<file path="src/rtl/reg_file_sb.sv">
// Register file with per-register busy/tag scoreboard, two bypassed read ports
// and one write-back port; register 0 is hardwired to zero.
module reg_file_sb #(
  parameter int XLEN  = 32,
  parameter int NREG  = 32,
  parameter int TAG_W = 4,
  localparam int AW   = $clog2(NREG)
) (
  input  logic             clk,
  input  logic             rst,
  input  logic             rdy_in,
  input  logic [AW-1:0]    rs1_addr,
  input  logic [AW-1:0]    rs2_addr,
  output logic [XLEN-1:0]  rs1_data,
  output logic [XLEN-1:0]  rs2_data,
  output logic             rs1_busy,
  output logic             rs2_busy,
  output logic [TAG_W-1:0] rs1_tag,
  output logic [TAG_W-1:0] rs2_tag,
  input  logic             iss_valid,
  input  logic [AW-1:0]    iss_rd,
  input  logic [TAG_W-1:0] iss_tag,
  input  logic             wb_valid,
  input  logic [AW-1:0]    wb_rd,
  input  logic [TAG_W-1:0] wb_tag,
  input  logic [XLEN-1:0]  wb_data,
  input  logic             flush,
  output logic [AW:0]      busy_count
);

  logic [XLEN-1:0]  regs_q [NREG];
  logic [XLEN-1:0]  regs_d [NREG];
  logic [NREG-1:0]  busy_q, busy_d;
  logic [TAG_W-1:0] tag_q [NREG];
  logic [TAG_W-1:0] tag_d [NREG];
  logic [AW:0]      cnt_q, cnt_d;

  logic wb_commit, iss_ok, cnt_inc, cnt_dec;
  logic rs1_hit, rs2_hit;

  // A writeback only counts as committed on an enabled cycle, so the bypass
  // never shows data that the edge will not actually store.
  always_comb begin
    wb_commit = rdy_in && wb_valid && (wb_rd != '0) &&
                (!busy_q[wb_rd] || (tag_q[wb_rd] == wb_tag));
    iss_ok    = rdy_in && iss_valid && (iss_rd != '0) && !flush;
    cnt_inc   = iss_ok && !busy_q[iss_rd];
    cnt_dec   = wb_commit && busy_q[wb_rd] && !(iss_ok && (iss_rd == wb_rd));
  end

  always_comb begin
    regs_d = regs_q;
    busy_d = busy_q;
    tag_d  = tag_q;
    cnt_d  = cnt_q;
    if (rdy_in) begin
      if (wb_commit) regs_d[wb_rd] = wb_data;
      if (flush) begin
        busy_d = '0;
        for (int i = 0; i < NREG; i++) tag_d[i] = '0;
        cnt_d = '0;
      end else begin
        if (wb_commit) begin
          busy_d[wb_rd] = 1'b0;
          tag_d[wb_rd]  = '0;
        end
        // issue is applied last so it wins over a same-register commit
        if (iss_ok) begin
          busy_d[iss_rd] = 1'b1;
          tag_d[iss_rd]  = iss_tag;
        end
        cnt_d = cnt_q + {{AW{1'b0}}, cnt_inc} - {{AW{1'b0}}, cnt_dec};
      end
    end
  end

  always_ff @(posedge clk or negedge rst) begin
    if (!rst) begin
      for (int i = 0; i < NREG; i++) begin
        regs_q[i] <= '0;
        tag_q[i]  <= '0;
      end
      busy_q <= '0;
      cnt_q  <= '0;
    end else begin
      regs_q <= regs_d;
      busy_q <= busy_d;
      tag_q  <= tag_d;
      cnt_q  <= cnt_d;
    end
  end

  always_comb begin
    rs1_hit  = wb_commit && (wb_rd == rs1_addr);
    rs2_hit  = wb_commit && (wb_rd == rs2_addr);
    rs1_data = rs1_hit ? wb_data : regs_q[rs1_addr];
    rs2_data = rs2_hit ? wb_data : regs_q[rs2_addr];
    rs1_busy = rs1_hit ? 1'b0 : busy_q[rs1_addr];
    rs2_busy = rs2_hit ? 1'b0 : busy_q[rs2_addr];
    rs1_tag  = rs1_hit ? '0 : tag_q[rs1_addr];
    rs2_tag  = rs2_hit ? '0 : tag_q[rs2_addr];
  end

  assign busy_count = cnt_q;

endmodule

</file>
<file path="config.mk">
export PLATFORM = sky130hd
export DESIGN_NAME = reg_file_sb
export DESIGN_NICKNAME = d
export VERILOG_FILES = /design/src/rtl/reg_file_sb.sv
export SDC_FILE = /design/constraint.sdc
export NUM_CORES = 2
export LEC_CHECK = 0
export BUFFER_PORTS_ARGS = -buffer_cell sky130_fd_sc_hd__buf_2
export CAP_MARGIN = 0
export CORE_ASPECT_RATIO = 0.75
export CORE_MARGIN = 2
export CORE_UTILIZATION = 35
export DETAILED_ROUTE_END_ITERATION = 6
export PLACE_DENSITY = 0.48
export SLEW_MARGIN = 20
export SYNTH_ARGS = -nofsm -noshare
export SYNTH_HDL_FRONTEND = slang
export SYNTH_SLANG_ARGS = --single-unit
export TNS_END_PERCENT = 10
</file>
<file path="constraint.sdc">
create_clock -name clk -period 9.9 [get_ports clk]
set_input_delay 1.98 -clock clk [delete_from_list [all_inputs] [get_ports clk]]
set_output_delay 1.98 -clock clk [all_outputs]
set_load 0.005 [all_outputs]
</file>
# Word-level counts from Yosys, hierarchy flattened
# Cells that the tools add are included.
[classes] eq_ne=4 n_reduce_logical=24 add_sub_neg=2 n_mux=52 magnitude_cmp=12 bitwise=9
[op_table] operator="bitwise mux 1024 bit" count=1
[op_table] operator="two-way mux 128 bit" count=5
[op_table] operator="two-way mux 32 bit" count=12
[op_table] operator="binary-select mux 32 bit (select 5 bit)" count=2
[op_table] operator="demux 32 bit (select 5 bit)" count=1
[op_table] operator="AND 128 bit" count=1
[op_table] operator="bitwise mux 128 bit" count=1
[op_table] operator="NOT 128 bit" count=1
[op_table] operator="binary-select mux 4 bit (select 5 bit)" count=3
[op_table] operator="demux 4 bit (select 5 bit)" count=2
[op_table] operator="two-way mux 4 bit" count=10
[op_table] operator="AND 32 bit" count=1
[op_table] operator="NOT 32 bit" count=1
[op_table] operator="OR 32 bit" count=1
[op_table] operator="greater-or-equal comparator 6 bit (second input constant)" count=4
[op_table] operator="less-than comparator 5 x 6 -> 1 bit (second input constant)" count=4
[op_table] operator="NOT 5 -> 6 bit" count=4
[op_table] operator="binary-select mux 1 bit (select 5 bit)" count=4
[op_table] operator="logical AND 1 bit" count=16
[op_table] operator="equality test 5 bit" count=3
[op_table] operator="less-than comparator 6 x 1 -> 1 bit (second input constant)" count=2
[op_table] operator="demux 1 bit (select 5 bit)" count=2
[op_table] operator="greater-or-equal comparator 5 x 1 -> 1 bit (second input constant)" count=2
[op_table] operator="nonzero test 5 bit" count=2
[op_table] operator="other kinds (8)" count=18
[totals] in_bits=66 out_inout_bits=80 reg_bits=1190 elab_cells=169

# Logic depth before layout (Yosys ltp)
[depth] ltp_word=13 mapped_depth=26 depth_no_buf=18

# Worst setup path before layout
# Ideal clock, no wire load.
[synth_path] path_type="input to output" startpoint="in wb_rd[1]" endpoint="out rs1_data[10]" t_required_ps=7920 cell_stages=13 arrival_ps=4915 path_buffers=5 path_slack_ps=3005 cell_sequence="buf_2 -> buf_4 -> buf_2 -> mux2i_1 -> o22ai_1 -> nor4_1 -> nand2_1 -> xor2_1 -> o31a_1 -> buf_4 -> nor4_4 -> buf_4 -> mux2_1"
[synth_between] elab_chain_cells=9 word_cells_on_any_way=15
[synth_rtl] element="from (decl)" line_no="24" text="input logic [AW-1:0] wb_rd,"
[synth_rtl] element="NOT 5 -> 6 bit (not written as such)" line_no="45" text="(!busy_q[wb_rd] || (tag_q[wb_rd] == wb_tag));"
[synth_rtl] element="binary-select mux 4 bit (select 5 bit)" line_no="45"
[synth_rtl] element="two-way mux 4 bit (not written as such) (2 in series)" line_no="45"
[synth_rtl] element="equality test 4 bit" line_no="45"
[synth_rtl] element="logical OR 1 bit" line_no="45"
[synth_rtl] element="logical AND 1 bit" line_no="44" text="wb_commit = rdy_in && wb_valid && (wb_rd != '0) &&"
[synth_rtl] element="logical AND 1 bit (*)" line_no="94" text="rs1_hit = wb_commit && (wb_rd == rs1_addr);"
[synth_rtl] element="two-way mux 32 bit (*)" line_no="96" text="rs1_data = rs1_hit ? wb_data : regs_q[rs1_addr];"
[synth_rtl] element="to (decl)" line_no="14" text="output logic [XLEN-1:0] rs1_data,"
# Mark *: on every way between the ends. The rest lies on a longest branch, timed or not. The select of a mux whose other input is x is not followed.

# Worst setup path in the final report
[layout_path] startpoint="in wb_rd[1]" endpoint="out rs2_data[5]"
[layout_between] elab_chain_cells=9 word_cells_on_any_way=15
[layout_rtl] element="NOT 5 -> 6 bit (not written as such)" line_no="45"
[layout_rtl] element="binary-select mux 4 bit (select 5 bit)" line_no="45"
[layout_rtl] element="two-way mux 4 bit (not written as such) (2 in series)" line_no="45"
[layout_rtl] element="equality test 4 bit" line_no="45"
[layout_rtl] element="logical OR 1 bit" line_no="45"
[layout_rtl] element="logical AND 1 bit" line_no="44"
[layout_rtl] element="logical AND 1 bit (*)" line_no="95" text="rs2_hit = wb_commit && (wb_rd == rs2_addr);"
[layout_rtl] element="two-way mux 32 bit (*)" line_no="97" text="rs2_data = rs2_hit ? wb_data : regs_q[rs2_addr];"
[layout_rtl] element="to (decl)" line_no="15" text="output logic [XLEN-1:0] rs2_data,"
# Marks and branches as above.

==> impl_metrics.csv <==
group,metric,value,unit
run_status,status,"finished clean",
timing,setup_tns,0,ps
logic_synthesis,yosys.area.top_type,"dfrtp_1",
worst_setup_path,r2r_setup_slack,5230,ps
drt,wl_per_cell,31.6,um
logic_synthesis,synth_xor_area_frac,0.00260,
pwr,p_switching,3.62,mW
floorplan,die_w,510,um
min_path,min-delay-start,"regs_q[1013]",
worst_setup_path,critPathCaptureType,"output port",
timing,setup_ws,1790,ps
placed_design,pre_cts_ws,1820,ps
global_routing,grt_pass1_vias,43100,
job,cap_violations,0,
timing,grt_setup_unrepaired,"no",
worst_setup_path,r2r-start,"tag_q[115]",
clock_network,cts_hold_buf,0,
logic_synthesis,syn_inst,4516,
floorplan,rows,139,
global_routing,grt_pass1_wl,325000,um
logic_synthesis,synth_compound_area_frac,0.0321,
timing,min_period,8110,ps
pwr,sw_frac_of_total,0.270,
logic_synthesis,yosysMostFrequentCell,"dfrtp_1",
pwr,vdd_ir_drop_max,0.138,mV
logic_synthesis,yosys-mux-area-fraction,0.452,
pwr,intPower,9.76,mW
timing,hold_viol,0,
floorplan,die_y,384,um
pwr,leakage,31.6,nW
pwr,total_power,13.4,mW
worst_setup_path,rr_endpoint,"busy_count[5]",
worst_setup_path,crit_top_cell,"buf_4",
logic_synthesis,synth_edf_count,0,
placed_design,io_buffers,145,
floorplan,ios,146,
floorplan,start_util,0.352,
clock_network,worstSkewPairLatency,790,ps
min_path,hold_class,"flop to flop",
pwr,p_comb_frac,0.177,
worst_setup_path,cpPeakStageDelay,710,ps
timing,finClkSkew,26.0,ps
layout,final_area,0.0747,mm2
placed_design,gp_congestion,0.877,
logic_synthesis,synth_area_leaders,"dfrtp_1 (44%), mux4_2 (25%), mux2_2 (16%)",
timing,max_slew_margin,0.216,
drt,viasPerCell,6.06,
min_path,min_to,"regs_q[1013]",
pwr,pwr-share-seq,0.445,
global_routing,grtUsageTotal,0.228,
logic_synthesis,netlist.area_leader.share,0.442,
drt,num_vias,42700,
layout,fin_nets,4478,
worst_setup_path,startpoint_type,"input pin",
clock_network,numCtsBuffers,134,
clock_network,clock_path_buffers,3,
worst_setup_path,crit_slowest_cell,"buf_4",
worst_setup_path,path_delay_family,"buffers and inverters",
worst_setup_path,worstRegToRegCells,19,
logic_synthesis,synth_flop_cell,"dfrtp_1",
worst_setup_path,path_max_fanout,57,
timing,setup_violations,0,
floorplan,die_area,0.196,mm2
worst_setup_path,crit_arrival,6130,ps
global_routing,grt_overflow,0,
logic_synthesis,ys_seq_elements,1190,
logic_synthesis,yosys_warnings,0,
clock_network,post-cts-setup-buffers,0,
drt,drc_errors,0,
drt,drtIter0Drc,3685,
timing,max_freq,123,MHz
global_routing,grt_max_degree,164,
clock_network,cts_root_buffer,"clkbuf_16",
global_routing,antenna_found_initial,12,
drt,drt_pre_antenna_iters,5,
clock_network,clkTransAtPathRegs,60,ps
worst_setup_path,path_class,"input pin to output port",
drt,wl,222000,um
logic_synthesis,synthArstFlopShare,1.00,
clock_network,cts_tree,"built",
timing,tightest_slew,1170,ps
logic_synthesis,yosys.area_share.simple,0.0375,
logic_synthesis,synth_commonest_cells,"dfrtp_1 (1,190), mux2_2 (980), mux4_2 (757)",
logic_synthesis,synth_top_family_by_area,"multiplexers",
floorplan,coreArea,0.191,mm2
logic_synthesis,synth_area,0.0673,mm2
layout,drive_gt1_frac,0.498,
worst_setup_path,worstPathRequired,7920,ps
clock_network,htree_levels,4,
min_path,min_path_cells,0,
logic_synthesis,yosysSeqAreaShare,0.442,
pwr,p_per_area,179,mW/mm2
logic_synthesis,synth_fa_ha_area_frac,0.00141,
clock_network,cts_resized,0,
placed_design,dpl_cell_area,0.0704,mm2
logic_synthesis,syn_avg_cell_area,14.9,um2
clock_network,tritoncts_num_sinks,1190,
worst_setup_path,worstPathBufferInverterCount,4,
logic_synthesis,ys_types,58,
worst_setup_path,crit_path_cell_trace,"buf_4 -> buf_4 -> mux2i_1 -> o22ai_1 -> nor4_1 -> and4_1 -> o22ai_1 -> o31a_2 -> nor4_4 -> buf_4 -> mux2_2 -> buf_2",
timing,slew_viol_final,0,
pwr,p_clk_frac,0.378,
drt,ant_nets,0,
timing,timing.final.crit_share,0.820,
placed_design,dp_hpwl,127000,um
logic_synthesis,synth_nets,4589,
layout,area_growth,11.0,%
==> how the worst max path moves through the flow <==
stage	start	to	slack [ps]	depth (start not counted)
6_report	wb_rd[1]	rs2_data[5]	1790	12
5_1_grt	wb_rd[1]	rs2_data[5]	1530	12
4_1_cts	wb_rd[1]	rs2_data[5]	1810	12
3_5_place_dp	wb_rd[1]	rs2_data[5]	1820	12
3_3_place_gp	wb_rd[1]	rs1_data[5]	1930	12
2_1_floorplan	wb_rd[1]	rs1_data[10]	3000	13
==> cell type report <==
class                   instances  area (um2)
multi-input cells            2821       35500
inverters                      13        53.8
fillers                     17800      117000
diodes                          5        12.5
well taps                    2538        3180
clock inverters                38         454
flip-flops and latches       1190       29800
clock buffers                 189        3880
repair buffers                245        1880
==> layer usage <==
metal | vias up | track usage | routed length, um
met5 | - | 0 | 0
met4 | 0 | 0.0541 | 4910
met3 | 264 | 0.0456 | 13600
met2 | 1314 | 0.353 | 103000
met1 | 23700 | 0.329 | 100000
li1 | 17400 | - | -
==> layout by cell type (no fill, tap or decap), drive strengths merged, types with 5 or more instances in the layout <==
cell type  instances
mux2            1121
nor3b              6
nand4              5
ha                 6
nand2            146
a22oi             34
a21oi            129
xor2               8
diode              5
clkinv            18
nand3             81
bufinv             8
dfrtp           1190
inv               22
buf              243
nor4              28
o2111ai           44
o21ai            109
xnor2             12
clkbuf           191
mux2i             74
mux4             757
nor2             168
o22ai             36
and2               7
==> state kept, by name, indices dropped and copies added, names as in the netlist <==
signal	flops
busy_count	6
busy_q	32
regs_q	1024
tag_q	128
==> power by group through the flow <==
| stage | Clock (mW) | Combinational (mW) | Sequential [mW] |
|---|---|---|---|
| 4_1_cts | 5.20 | 2.40 | 5.94 |
| 6_report | 5.06 | 2.37 | 5.96 |
| 3_5_place_dp | 0 | 2.39 | 6.02 |
| 2_1_floorplan | 0 | 1.76 | 5.85 |
| 5_1_grt | 5.41 | 2.55 | 6.04 |
| 3_3_place_gp | 0 | 2.37 | 6.00 |
==> cells by family (layout without fill, tap and decap cells) <==
logic type,count (synthesis),count (layout)
other,0,5
adder cells (fa/ha/maj),7,7
AND/OR/NAND/NOR,477,477
XOR/XNOR,20,20
buffers and inverters,505,485
AO/OA/AOI/OAI,365,365
multiplexers,1952,1952
flip-flops,1190,1190
==> through the flow <==
stage	utilization	std cells	hold slack [ps]
3_3_place_gp	0.368	6806	377
3_5_place_dp	0.368	6806	383
6_report	0.391	7039	392
2_1_floorplan	-	4516	441
5_1_grt	0.391	7035	407
4_1_cts	0.390	7033	397
No activity file was read; power rests on OpenSTA's default activity.
